<file path="config.mk">
export PLATFORM = sky130hd
export DESIGN_NAME = payment_collector
export DESIGN_NICKNAME = d
export VERILOG_FILES = /design/src/rtl/payment_pkg.sv /design/src/rtl/coin_decoder.sv /design/src/rtl/payment_collector.sv
export SDC_FILE = /design/constraint.sdc
export NUM_CORES = 1
export LEC_CHECK = 0
export ABC_AREA = 1
export ABC_CLOCK_PERIOD_IN_PS = 5070
export BUFFER_PORTS_ARGS = -buffer_cell sky130_fd_sc_hd__buf_2
export CAP_MARGIN = 20
export CORE_MARGIN = 4
export CORE_UTILIZATION = 40
export DETAILED_ROUTE_END_ITERATION = 10
export GPL_ROUTABILITY_DRIVEN = 1
export GPL_TIMING_DRIVEN = 0
export PLACE_DENSITY = 0.7
export SLEW_MARGIN = 20
export SYNTH_ARGS = -nofsm -noshare
export SYNTH_HDL_FRONTEND = slang
export SYNTH_SLANG_ARGS = --single-unit
</file>
<file path="constraint.sdc">
create_clock -name clock -period 5.07 [get_ports clock]
set_input_delay 0.507 -clock clock [delete_from_list [all_inputs] [get_ports clock]]
set_output_delay 0.507 -clock clock [all_outputs]
set_load 0.01 [all_outputs]
</file>
<file path="src/rtl/payment_pkg.sv">
// Shared types and constants for the coin payment collector.
// Coin codes, their colon values, FSM state encoding and the default idle timeout.
package payment_pkg;

   typedef enum logic [1:0] {
      ST_IDLE    = 2'd0,
      ST_COLLECT = 2'd1,
      ST_PAID    = 2'd2,
      ST_REFUND  = 2'd3
   } state_e;

   localparam logic [2:0] COIN_5   = 3'd1;
   localparam logic [2:0] COIN_10  = 3'd2;
   localparam logic [2:0] COIN_25  = 3'd3;
   localparam logic [2:0] COIN_50  = 3'd4;
   localparam logic [2:0] COIN_100 = 3'd5;
   localparam logic [2:0] COIN_500 = 3'd6;

   localparam logic [15:0] VALUE_5   = 16'd5;
   localparam logic [15:0] VALUE_10  = 16'd10;
   localparam logic [15:0] VALUE_25  = 16'd25;
   localparam logic [15:0] VALUE_50  = 16'd50;
   localparam logic [15:0] VALUE_100 = 16'd100;
   localparam logic [15:0] VALUE_500 = 16'd500;

   localparam int DEFAULT_TIMEOUT_CYCLES = 64;
   localparam int TIMER_W                = 10;

   // Credit never wraps: a carry out of 16 bits pins the result at full scale.
   function automatic logic [15:0] sat_add(input logic [15:0] a, input logic [15:0] b);
      logic [16:0] sum;
      sum = {1'b0, a} + {1'b0, b};
      return sum[16] ? 16'hFFFF : sum[15:0];
   endfunction

endpackage

</file>
<file path="src/rtl/coin_decoder.sv">
// Combinational coin code to colon value decoder.
// Codes 0 and 7 are not coins and decode to value 0 with valid low.
module coin_decoder
   import payment_pkg::*;
(
   input  logic [2:0]  code,
   output logic [15:0] value,
   output logic        valid
);

   always_comb begin
      value = 16'd0;
      valid = 1'b1;
      case (code)
         COIN_5:   value = VALUE_5;
         COIN_10:  value = VALUE_10;
         COIN_25:  value = VALUE_25;
         COIN_50:  value = VALUE_50;
         COIN_100: value = VALUE_100;
         COIN_500: value = VALUE_500;
         default:  valid = 1'b0;
      endcase
   end

endmodule

</file>
<file path="src/rtl/payment_collector.sv">
// Coin payment collector: latches a price, accumulates coins, reports payment, change and refunds.
// Define PAYMENT_CHANGE_RETURN_EN to return overpayment as change; otherwise overpayment is kept.
//
// state   | meaning
// IDLE    | waiting for a nonzero price
// COLLECT | accepting coins, idle timeout running
// PAID    | one-cycle completion, credit cleared on exit
// REFUND  | one-cycle abort/timeout, credit cleared on exit
module payment_collector
   import payment_pkg::*;
#(
   parameter int TIMEOUT_CYCLES = DEFAULT_TIMEOUT_CYCLES
) (
   input  logic        clock,
   input  logic        reset,
   input  logic        price_valid,
   input  logic [15:0] price,
   input  logic        coin_valid,
   input  logic [2:0]  coin_code,
   input  logic        cancel,
   output logic        pago_recibido,
   output logic        change_valid,
   output logic [15:0] change,
   output logic        refund_valid,
   output logic [15:0] refund,
   output logic [15:0] credit,
   output logic        busy,
   output logic        coin_reject
);

   localparam logic [1:0] IDLE    = ST_IDLE;
   localparam logic [1:0] COLLECT = ST_COLLECT;
   localparam logic [1:0] PAID    = ST_PAID;
   localparam logic [1:0] REFUND  = ST_REFUND;

   localparam logic [TIMER_W-1:0] TIMER_LAST = TIMER_W'(TIMEOUT_CYCLES - 1);

   logic [1:0]         state;
   logic [1:0]         state_next;
   logic [15:0]        price_q;
   logic [TIMER_W-1:0] timer;

   logic [15:0]        coin_value;
   logic               coin_ok;
   logic [15:0]        credit_sum;
   logic               coin_accept;
   logic               paid_now;
   logic               timer_done;
   logic               start_collect;
   logic               enter_refund;

   coin_decoder u_coin_decoder (
      .code  (coin_code),
      .value (coin_value),
      .valid (coin_ok)
   );

   assign credit_sum    = sat_add(credit, coin_value);
   assign paid_now      = (credit_sum >= price_q);
   assign timer_done    = (timer == TIMER_LAST);
   // Cancel beats a coin in the same cycle; that coin is bounced.
   assign coin_accept   = (state == COLLECT) && coin_valid && coin_ok && !cancel;
   assign start_collect = (state == IDLE) && price_valid && (price != 16'd0);
   assign enter_refund  = (state == COLLECT) && (state_next == REFUND);

   always_comb begin
      state_next = state;
      case (state)
         IDLE: begin
            if (start_collect) state_next = COLLECT;
         end
         COLLECT: begin
            if (cancel)
               state_next = REFUND;
            else if (coin_accept)
               state_next = paid_now ? PAID : COLLECT;
            else if (timer_done)
               state_next = REFUND;
         end
         PAID:    state_next = IDLE;
         REFUND:  state_next = IDLE;
         default: state_next = IDLE;
      endcase
   end

   always_ff @(posedge clock) begin
      if (reset) begin
         state         <= IDLE;
         price_q       <= 16'd0;
         credit        <= 16'd0;
         timer         <= '0;
         change        <= 16'd0;
         change_valid  <= 1'b0;
         refund        <= 16'd0;
         refund_valid  <= 1'b0;
         pago_recibido <= 1'b0;
         coin_reject   <= 1'b0;
         busy          <= 1'b0;
      end else begin
         state         <= state_next;
         busy          <= (state_next != IDLE);
         coin_reject   <= coin_valid && !coin_accept;
         pago_recibido <= coin_accept && paid_now;
         refund_valid  <= enter_refund;
         if (enter_refund) refund <= credit;

`ifdef PAYMENT_CHANGE_RETURN_EN
         change_valid <= coin_accept && paid_now;
         if (coin_accept && paid_now) change <= credit_sum - price_q;
`else
         change_valid <= 1'b0;
         change       <= 16'd0;
`endif

         if (start_collect) begin
            price_q <= price;
            credit  <= 16'd0;
            timer   <= '0;
         end else if (coin_accept) begin
            credit <= credit_sum;
            timer  <= '0;
         end else if (state == COLLECT) begin
            timer <= timer + 1'b1;
         end else if ((state == PAID) || (state == REFUND)) begin
            credit <= 16'd0;
         end
      end
   end

endmodule

</file>
==> flow_summary.yaml <==
status:
  outcome: "completed"
clocking:
  cts_tree: "built"
  ctsHoldBuffers: 0
  clkLatencyLatePin_ps: 340
  cts.path.max_buffers: 2
  cts_made_buffers: 9
  cts.sinks: 64
  post_cts_buffers: 0
  post_cts_resized: 0
  clk_pin_slew_ps: 80
  clockRootBuffer: "clkbuf_8"
  htreeDepth: 3
floorplanning:
  fp.coreArea_mm2: 0.00924
  dieArea_mm2: 0.0111
  start_util: 0.412
  rows: 35
  die_h_um: 106
  die_w_um: 106
  io_pins: 77
timing:
  hold_viol: 0
  fin_crit_ps: 4230
  report.final.slew_viol_count: 0
  fmax_ghz: 0.236
  fin_hold_ws_ps: 419
  relSlewSlack: 0.635
  finClkSkew_ps: 12.7
  rsz0062_at_grt: "no"
  period_share: 0.834
  timing.final.ws_setup_ps: 840
  setup_viol: 0
  tightest_slew_ps: 547
  finalSetupTns_ps: 0
job:
  max_cap_violations: 0
setup_path:
  endpoint_kind: "flop"
  critical_path.startpoint: "coin_code[2]"
  critPathKind: "in2reg"
  critPathMaxFanout: 10
  critPathRequiredTime_ps: 5300
  r2r_start: "credit[0]"
  critPathLaunchType: "input pin"
  arrival_ps: 4460
power:
  vdd_ir_drop_max_uv: 118
  powerDensity_mw_per_mm2: 263
  power_leakage_uw: 0.00219
min_path:
  hold_start: "reset"
  hp-class: "in2reg"
finish:
  final_util: 0.490
  diodes: 0
  area_growth_pct: 18.9
  nFillCells: 938
  drive_above_1_share: 0.182
  finalNetCount: 688
route:
  avgViaCountPerCell: 4.78
  drt-pass1-iter-count: 4
  via_count: 3683
  drtAntennaViolNets: 0
  wl_per_cell_um: 12.3
  drc: 0
  drt_iter0_drc: 144
  wl_um: 9450
logic_synthesis:
  syn_inst: 551
  syn_area_mm2: 0.00381
  ys_seq_elements: 64
  seq_area_frac_synth: 0.337
  yosysUniqueCellTypes: 35
  yosys_warnings: 0
  avgSynthCellArea_um2: 6.91
placement:
  dp_hpwl_um: 7670
  gp_congestion: 0.912
  portBuffers: 59
  place_ws_ps: 567
grt:
  grt_pass1_wl_um: 15400
  antenna_found_initial: 0
  grt_pass1_vias: 3397
  grt_start_max_net_pins: 14
  grt.total_usage: 0.169
  grt_overflow: 0
## layout make-up
| class | instances | area (um2) | area share |
|---|---|---|---|
| repair buffers | 59 | 295 | 0.0652 |
| flip-flops and latches | 64 | 1280 | 0.283 |
| clock buffers | 9 | 124 | 0.0274 |
| inverters | 74 | 278 | 0.0614 |
| clock inverters | 7 | 78.8 | 0.0174 |
| multi-input cells | 394 | 2070 | 0.457 |
| plain buffers | 35 | 238 | 0.0525 |
| well taps | 129 | 161 | 0.0357 |
## metrics by stage
step           area, um2  instances  total power [uW]
2_1_floorplan       3870        567               691
3_3_place_gp        4320        755               740
3_5_place_dp        4320        755               748
4_1_cts             4530        771              1200
5_1_grt             4530        771              1250
6_report            4530        771              1190
## path summary, 6_finish.rpt
kind	endpoint	slack [ps]	depth (start not counted)
worst max-delay path	refund[9]	840	27
worst min-delay path	busy	420	2
worst max register to register	refund[9]	950	24
worst min register to register	price_q[12]	460	2
## flip-flops by register name, indices dropped and copies added, names as in the netlist
| name | cells |
|---|---|
| pago_recibido | 1 |
| refund_valid | 1 |
| refund | 16 |
| credit | 16 |
| coin_reject | 1 |
| busy | 1 |
| price_q | 16 |
| state | 2 |
| timer | 10 |
## worst max-delay path, stage by stage
cell and delay [ps]:
buf_2 110, inv_1 90, o21ai_0 210, a21oi_1 120, fa_1 440, nand3_1 120
nand3_1 150, nand3_1 130, nand3_1 160, nand2_1 120, clkbuf_1 370, nand3_1 220
ha_1 340, nand2_1 50, inv_1 80, nand3_1 70, nor2_1 140, nand2_1 80
inv_1 50, nand2_1 110, nand3_4 90, nand2_1 80, a21oi_4 220, buf_4 210
nand3_1 80, nand2_1 60, nor2_1 40
## cell families (layout without fill, tap and decap cells)
logic type,after synthesis,after routing,share of synthesized area
simple gates,247,247,0.287
buf+inv,109,184,0.135
compound gates,97,97,0.136
flops,64,64,0.337
fa+ha+maj,27,27,0.0907
xor+xnor,6,6,0.0138
other cells,1,17,0.000985
## layer usage
metal	track usage	vias up	wire length [um]	share of wire
li1	-	1927	-	-
met1	0.206	1655	4210	0.45
met2	0.292	81	4610	0.49
met3	0.0288	20	395	0.042
met4	0.0749	0	233	0.025
met5	0	-	0	0
## cell usage in the layout, fill, tap and decap left out, types with 17 or more instances in the layout
master | Yosys | routed
nand2_1 | 120 | 120
inv_1 | 72 | 72
dfxtp_1 | 64 | 64
a21oi_1 | 62 | 62
buf_2 | 1 | 60
nand3_1 | 50 | 50
nor2_1 | 40 | 40
ha_1 | 26 | 26
o21ai_0 | 25 | 25
buf_4 | 20 | 20
conb_1 | 1 | 17
## report_power, final
group / total (uW) / leakage (uW) / internal (uW) / switching (uW)
Combinational: 204 / 0.00158 / 78.3 / 126
Sequential: 532 / 0.000521 / 524 / 8.24
Clock: 453 / 0.0000925 / 231 / 222
## cells in the mapped netlist
cell type / count / area [um2]
xnor2_1: 1 / 8.76
a21oi_4: 1 / 16.3
nor3b_1: 4 / 30.0
conb_1: 1 / 3.75
o21bai_1: 1 / 7.51
or2_2: 7 / 43.8
nand4_1: 6 / 37.5
nand2_1: 120 / 450
buf_6: 4 / 45.0
buf_4: 20 / 150
fa_1: 1 / 20.0
nor3_2: 1 / 10.0
nand2_2: 2 / 12.5
a21oi_1: 62 / 310
xor2_1: 5 / 43.8
o21ai_1: 1 / 5.00
nand3_1: 50 / 250
inv_2: 2 / 7.51
a31oi_1: 1 / 6.26
nand3_4: 1 / 17.5
buf_1: 1 / 3.75
a211oi_1: 2 / 15.0
buf_2: 1 / 5.00
and2_1: 1 / 6.26
nor4_1: 4 / 25.0
dfxtp_1: 64 / 1280
nor3_1: 9 / 45.0
ha_1: 26 / 325
inv_1: 72 / 270
a21o_1: 3 / 22.5
nor2_1: 40 / 150
clkbuf_1: 9 / 33.8
nor2_2: 2 / 12.5
o21ai_0: 25 / 125
a21oi_2: 1 / 8.76
No activity file was read; power rests on OpenSTA's default activity.
